[src/rtl/rp_tag_scheduler.sv]
// rtl/rp_tag_scheduler.sv - RP non-posted tag scheduler: round-robin grant, tag allocation,
// completion matching and per-tag timeout detection.
module rp_tag_scheduler #(
   parameter int NUM_REQ     = 4,
   parameter int NUM_TAGS    = 64,
   parameter int TAG_W       = $clog2(NUM_TAGS),
   parameter int TIMEOUT_CYC = 4096,
   localparam int IDX_W      = $clog2(NUM_REQ),
   localparam int AGE_W      = $clog2(TIMEOUT_CYC)
) (
   input  logic               avl_clk,
   input  logic               avl_rst,
   input  logic [NUM_REQ-1:0] i_req_valid,
   output logic [NUM_REQ-1:0] o_req_grant,
   output logic [TAG_W-1:0]   o_grant_tag,
   input  logic               i_cpl_valid,
   input  logic [TAG_W-1:0]   i_cpl_tag,
   input  logic               i_cpl_last,
   output logic               o_cpl_valid,
   output logic [IDX_W-1:0]   o_cpl_req_idx,
   output logic               o_cpl_unexp,
   output logic               o_timeout_valid,
   output logic [TAG_W-1:0]   o_timeout_tag,
   output logic [IDX_W-1:0]   o_timeout_req_idx,
   output logic [TAG_W:0]     o_free_cnt,
   output logic               o_idle
);

   localparam logic [AGE_W-1:0] AGE_MAX  = AGE_W'(TIMEOUT_CYC - 1);
   localparam logic [TAG_W:0]   POOL_CNT = (TAG_W + 1)'(NUM_TAGS);

   logic [NUM_TAGS-1:0] active_q, active_d;
   logic [IDX_W-1:0]    owner_q [NUM_TAGS];
   logic [IDX_W-1:0]    owner_d [NUM_TAGS];
   logic [AGE_W-1:0]    age_q   [NUM_TAGS];
   logic [AGE_W-1:0]    age_d   [NUM_TAGS];
   logic [IDX_W-1:0]    rr_ptr_q, rr_ptr_d;
   logic [TAG_W:0]      active_cnt_q, active_cnt_d;

   logic [NUM_REQ-1:0]  grant_q, grant_d;
   logic [TAG_W-1:0]    grant_tag_q, grant_tag_d;
   logic                cpl_valid_q, cpl_valid_d;
   logic [IDX_W-1:0]    cpl_idx_q, cpl_idx_d;
   logic                cpl_unexp_q, cpl_unexp_d;
   logic                to_valid_q, to_valid_d;
   logic [TAG_W-1:0]    to_tag_q, to_tag_d;
   logic [IDX_W-1:0]    to_idx_q, to_idx_d;

   logic                req_found;
   logic [IDX_W-1:0]    req_idx;
   logic                free_found;
   logic [TAG_W-1:0]    free_tag;
   logic                to_found;
   logic [TAG_W-1:0]    to_tag;
   logic                cpl_hit;
   logic                cpl_miss;
   logic                grant_fire;

   // Descending scans let the lowest candidate overwrite, so the last hit is the winner.
   always_comb begin
      int j;
      req_found = 1'b0;
      req_idx   = '0;
      j         = 0;
      for (int k = NUM_REQ - 1; k >= 0; k--) begin
         j = int'(rr_ptr_q) + k;
         if (j >= NUM_REQ) begin
            j = j - NUM_REQ;
         end
         if (i_req_valid[IDX_W'(j)]) begin
            req_found = 1'b1;
            req_idx   = IDX_W'(j);
         end
      end
   end

   always_comb begin
      free_found = 1'b0;
      free_tag   = '0;
      for (int t = NUM_TAGS - 1; t >= 0; t--) begin
         if (!active_q[TAG_W'(t)]) begin
            free_found = 1'b1;
            free_tag   = TAG_W'(t);
         end
      end
   end

   assign cpl_hit  = i_cpl_valid &&  active_q[i_cpl_tag];
   assign cpl_miss = i_cpl_valid && !active_q[i_cpl_tag];

   // A completion landing on an expired tag pre-empts its timeout report.
   always_comb begin
      to_found = 1'b0;
      to_tag   = '0;
      for (int t = NUM_TAGS - 1; t >= 0; t--) begin
         if (active_q[TAG_W'(t)] && (age_q[TAG_W'(t)] == AGE_MAX) &&
             !(cpl_hit && (i_cpl_tag == TAG_W'(t)))) begin
            to_found = 1'b1;
            to_tag   = TAG_W'(t);
         end
      end
   end

   assign grant_fire = req_found && free_found;

   always_comb begin
      active_d = active_q;
      owner_d  = owner_q;
      rr_ptr_d = rr_ptr_q;
      for (int t = 0; t < NUM_TAGS; t++) begin
         age_d[t] = age_q[t];
         if (active_q[TAG_W'(t)] && (age_q[t] != AGE_MAX)) begin
            age_d[t] = age_q[t] + 1'b1;
         end
      end

      if (cpl_hit) begin
         age_d[i_cpl_tag] = '0;
         if (i_cpl_last) begin
            active_d[i_cpl_tag] = 1'b0;
         end
      end

      if (to_found) begin
         active_d[to_tag] = 1'b0;
         age_d[to_tag]    = '0;
      end

      // The allocated tag is inactive now, so it cannot collide with a completion or timeout.
      if (grant_fire) begin
         active_d[free_tag] = 1'b1;
         owner_d[free_tag]  = req_idx;
         age_d[free_tag]    = '0;
         rr_ptr_d = (req_idx == IDX_W'(NUM_REQ - 1)) ? '0 : req_idx + 1'b1;
      end

      active_cnt_d = active_cnt_q
                   + (TAG_W + 1)'(grant_fire)
                   - (TAG_W + 1)'(cpl_hit && i_cpl_last)
                   - (TAG_W + 1)'(to_found);

      grant_d     = grant_fire ? (NUM_REQ'(1) << req_idx) : '0;
      grant_tag_d = grant_fire ? free_tag : '0;
      cpl_valid_d = cpl_hit;
      cpl_idx_d   = cpl_hit ? owner_q[i_cpl_tag] : '0;
      cpl_unexp_d = cpl_miss;
      to_valid_d  = to_found;
      to_tag_d    = to_found ? to_tag : '0;
      to_idx_d    = to_found ? owner_q[to_tag] : '0;
   end

   always_ff @(posedge avl_clk) begin
      if (avl_rst) begin
         active_q     <= '0;
         rr_ptr_q     <= '0;
         active_cnt_q <= '0;
         for (int t = 0; t < NUM_TAGS; t++) begin
            owner_q[t] <= '0;
            age_q[t]   <= '0;
         end
         grant_q      <= '0;
         grant_tag_q  <= '0;
         cpl_valid_q  <= 1'b0;
         cpl_idx_q    <= '0;
         cpl_unexp_q  <= 1'b0;
         to_valid_q   <= 1'b0;
         to_tag_q     <= '0;
         to_idx_q     <= '0;
      end else begin
         active_q     <= active_d;
         rr_ptr_q     <= rr_ptr_d;
         active_cnt_q <= active_cnt_d;
         owner_q      <= owner_d;
         age_q        <= age_d;
         grant_q      <= grant_d;
         grant_tag_q  <= grant_tag_d;
         cpl_valid_q  <= cpl_valid_d;
         cpl_idx_q    <= cpl_idx_d;
         cpl_unexp_q  <= cpl_unexp_d;
         to_valid_q   <= to_valid_d;
         to_tag_q     <= to_tag_d;
         to_idx_q     <= to_idx_d;
      end
   end

   assign o_req_grant       = grant_q;
   assign o_grant_tag       = grant_tag_q;
   assign o_cpl_valid       = cpl_valid_q;
   assign o_cpl_req_idx     = cpl_idx_q;
   assign o_cpl_unexp       = cpl_unexp_q;
   assign o_timeout_valid   = to_valid_q;
   assign o_timeout_tag     = to_tag_q;
   assign o_timeout_req_idx = to_idx_q;
   assign o_free_cnt        = POOL_CNT - active_cnt_q;
   assign o_idle            = (active_cnt_q == '0);

endmodule
[config.mk]
export PLATFORM = sky130hd
export DESIGN_NAME = rp_tag_scheduler
export DESIGN_NICKNAME = d
export VERILOG_FILES = /design/src/rtl/rp_tag_scheduler.sv
export SDC_FILE = /design/constraint.sdc
export NUM_CORES = 2
export LEC_CHECK = 0
export BUFFER_PORTS_ARGS = -buffer_cell sky130_fd_sc_hd__buf_2
export CAP_MARGIN = 20
export CORE_MARGIN = 5
export CORE_UTILIZATION = 63
export DETAILED_ROUTE_END_ITERATION = 7
export PLACE_DENSITY = 0.87
export SETUP_SLACK_MARGIN = 0.4
export SYNTH_ARGS = -nofsm -noshare
export SYNTH_HDL_FRONTEND = slang
export SYNTH_SLANG_ARGS = --single-unit
[constraint.sdc]
create_clock -name avl_clk -period 6.16 [get_ports avl_clk]
set_clock_uncertainty 0.1 [all_clocks]
set_input_delay 0.308 -clock avl_clk [delete_from_list [all_inputs] [get_ports avl_clk]]
set_output_delay 0.308 -clock avl_clk [all_outputs]
set_load 0.05 [all_outputs]
==> results.md <==
* Status: completed
* Multi-input gate area at between 10000 and 15000 um^2
* Rows at 75
* Number of detailed-route iterations in the first pass at 6
* Final cycle utilization of the critical path at 84.5%
* Setup violators final at 0
* WP data required at between 6000 and 7000 ps
* Leak Pwr at approximately 11 nW
* Crit path time final at between 5000 and 6000 ps
* Worst hold path class: input port to flip-flop
* Final Non-Filler Cells at 3700
* Clock Tree Root: clkbuf_16
* Critical path class: flip-flop to flip-flop
* CTS tree: yes
* Initial drt markers at roughly 2500
* Total gr overflow at 0
* DR WL/cell at ~21 um
* DRT antenna net count at 0
* Synth cell types at 90
* Post-detail-place hpwl at 54500 um
* Worst Setup End Kind: flip-flop
* Prevailing post-synth register cell: dfxtp_1
* Final setup TNS at 0 ps
* Die area at approximately 46000 um^2
* Pre-CTS setup slack at a little over 700 ps
* Die Ht at between 200 and 250 um
* Register area at roughly 11000 um^2
* CTS H-tree depth at 2
* Arrival @ worst endpoint at 5650 ps
* Worst skew pair latency at roughly 630 ps
* FF-to-FF End: active_cnt_q[6]$_SDFF_PP0_
* Layout cell share with drive strength beyond 1 at a little over 8%
* Slew at the pin closest to its max-slew limit at 1200 ps
* Worst r2r src: active_q[11]$_SDFF_PP0_
* CP peak stage delay at 580 ps
* Total power at 7.64 mW
* Mapped Avg Cell Area at about 8.6 um^2
* GRT Util Overall at between 30% and 40%
* Initial Util at 63.4%
* PnR worst setup slack at about 950 ps
* Fmax at 0.192 GHz
* Initial antenna violation count at 0
* Chip width at roughly 220 um
* HP Start: i_req_valid[0]
* Ant diodes at 0
* R2r setup slk at between 900 and 1000 ps
* Max Slew Vio Count at 0
* Async S/R FF share, synth at 0%
* Total number of vias at about 23000
* PostCTS Resize Cnt at 0
* I/O pin total at between 40 and 50
* CP Launch Type: flip-flop
* Final instance area at between 20000 and 30000 um^2
* Layout area overhead at 9.53%
* Largest net degree at the start of global routing at 72
* DR vias/cell at around 6.3
* Vias in the first global route at ~23000
* Cell area after synthesis at between 20000 and 30000 um^2
* Critical path peak fanout at 12
* P per Cell Area at about 260 nW/um^2
* DRC Markers at 0
* EDFF count, synth at 0
* # placed instances at approximately 3600
* Worst Hold Depth at 5
* Worst vdd ir at about 0.44 mV
* Post-synth top area cell: dfxtp_1
* R2R depth at 20
* WL final at 75900 um
* Cells after Synth at 3097
* CP cell instances: mux4_2 -> mux2i_1 -> o22a_1 -> nand3_2 -> nand2_1 -> a221oi_1 -> o21a_1 -> nand3b_1 -> nor3_1 -> inv_1 -> fa_1 -> inv_1 -> ha_1 -> ha_1 -> a21oi_1 -> o21bai_1 -> a21oi_1 -> nor2_1 -> or3_1 -> a21oi_1
* Max clock buf depth at 3
* Max_slew headroom at 19.4%
* Core Area at approximately 42000 um^2
* Finished Core Util at between 60% and 70%
* WHS at roughly 87 ps
* PortBufs at 42
* Area share of the leading cell type in the synthesized netlist at 40.9%
* Hold Violations, Final at 0
* Cell with the most instances after synthesis: nor2_1
* Worst-path clk slew at roughly 70 ps
* Layout net count at approximately 3200
* Unrepaired setup endpoints after global routing: no
* Setup repair bufs after CTS at 0
* Yosys warnings at 0
* Max Cap Viol at 0
* Top cells by area, synth: dfxtp_1, xor2_1, nor2_1
* CTS buffer count at 55
* Hold-critical path endpoint: rr_ptr_q[1]$_SDFFE_PP0N_
* Slowest CP cell: dfxtp_1
* Register area share after synthesis at between 40% and 50%
* Global placement routability congestion at ~1.0
* CP most frequent cell: a21oi_1
* Placed inst area at 27200 um^2
* Commonest cells post-synth: nor2_1, dfxtp_1, nand2_1
* Clk sinks at ~540
* FILL cells at around 3100
* Yosys reg bits at 542
* Global-route wire length before repair at roughly 120000 um
[per-layer routing]
metal	routed length, um	up-vias	track usage (%)
met2	34700	1099	51.4
met1	31100	11100	41.8
met5	0	-	0
met3	6920	244	5.50
li1	-	10800	-
met4	3190	0	13.1
[flip-flops by register name, summed over array words and instances (netlist names)]
signal,cells
owner_q,64
rr_ptr_q,2
o_timeout_req_idx,2
o_timeout_tag,5
o_cpl_unexp,1
o_req_grant,4
o_cpl_req_idx,2
o_cpl_valid,1
age_q,384
o_grant_tag,5
active_q,64
active_cnt_q,7
o_timeout_valid,1
[final cells by class]
| class | count | area share [%] |
|---|---|---|
| Clock buffer | 72 | 5.23 |
| Clock inverter | 28 | 1.11 |
| Inverter | 60 | 0.775 |
| Multi-Input combinational cell | 2361 | 51.1 |
| Sequential cell | 542 | 37.3 |
| Tap cell | 539 | 2.32 |
| Timing Repair Buffer | 98 | 2.18 |
[timing repair]
action,CTS,global route
endpoints found under the hold margin,2,0
endpoints found under the setup margin,0,0
hold buffers,1,0
[power breakdown]
part	switching [mW]	internal (mW)	total [mW]	leakage, nW
clock network	1.45	1.96	3.41	0.888
registers	0.0299	3.53	3.56	4.37
logic	0.476	0.192	0.668	5.59
total	1.96	5.68	7.64	10.8
[critical path: cells and delay by family (launching register included)]
kind	cells	cell delay, ps
DFF	1	580
AOI/OAI and AO/OA	7	1510
muxes	2	380
buffers and inverters	2	230
and+or+nand+nor	6	1390
adders and majority gates	3	910
[cells by family after synthesis]
logic type	after synthesis	share of synthesized area, %
compound gates	375	9.99
xor+xnor	361	11.9
fa+ha+maj	45	2.18
buf+inv	195	3.27
flops	542	40.9
mux	133	6.18
other cells	1	0.0141
simple gates	1445	25.6
[how the worst max path moves through the flow]
stage	depth (start not counted)	endpoint	start	slack, ps
detailed placement	21	active_cnt_q[6]$_SDFF_PP0_	i_cpl_tag[1]	730
global route	20	active_cnt_q[6]$_SDFF_PP0_	active_q[11]$_SDFF_PP0_	700
global placement	21	active_cnt_q[6]$_SDFF_PP0_	i_cpl_tag[1]	960
floorplan	24	active_cnt_q[6]$_SDFF_PP0_	i_cpl_tag[1]	1780
finish	20	active_cnt_q[6]$_SDFF_PP0_	active_q[11]$_SDFF_PP0_	950
CTS	20	active_cnt_q[6]$_SDFF_PP0_	active_q[11]$_SDFF_PP0_	1080
[placed cells by master (no fill, tap or decap), types with 7 or more instances in the layout]
master | Yosys | final
xnor2_1 | 109 | 109
o21ai_0 | 39 | 39
nand3_1 | 151 | 151
o221ai_1 | 25 | 25
nand2_1 | 282 | 282
buf_4 | 7 | 55
o2111ai_1 | 7 | 7
o211ai_1 | 21 | 21
o311a_1 | 17 | 17
and4_1 | 34 | 34
mux2i_1 | 104 | 104
buf_2 | 35 | 41
clkbuf_16 | 0 | 55
a21oi_1 | 111 | 110
nor2b_1 | 50 | 50
nor3_1 | 44 | 44
dfxtp_1 | 542 | 542
inv_1 | 59 | 59
and2_1 | 31 | 31
o22ai_1 | 8 | 7
clkinvlp_4 | 0 | 7
xor2_1 | 252 | 252
and3_1 | 85 | 85
nand2b_1 | 18 | 18
nand4_1 | 125 | 125
a31oi_1 | 30 | 30
nor4_1 | 9 | 8
clkbuf_1 | 76 | 9
ha_1 | 43 | 43
clkinv_2 | 0 | 9
a22oi_1 | 18 | 18
mux4_2 | 24 | 24
clkbuf_8 | 0 | 8
nor2_1 | 579 | 579
No activity file was read; power rests on OpenSTA's default activity.
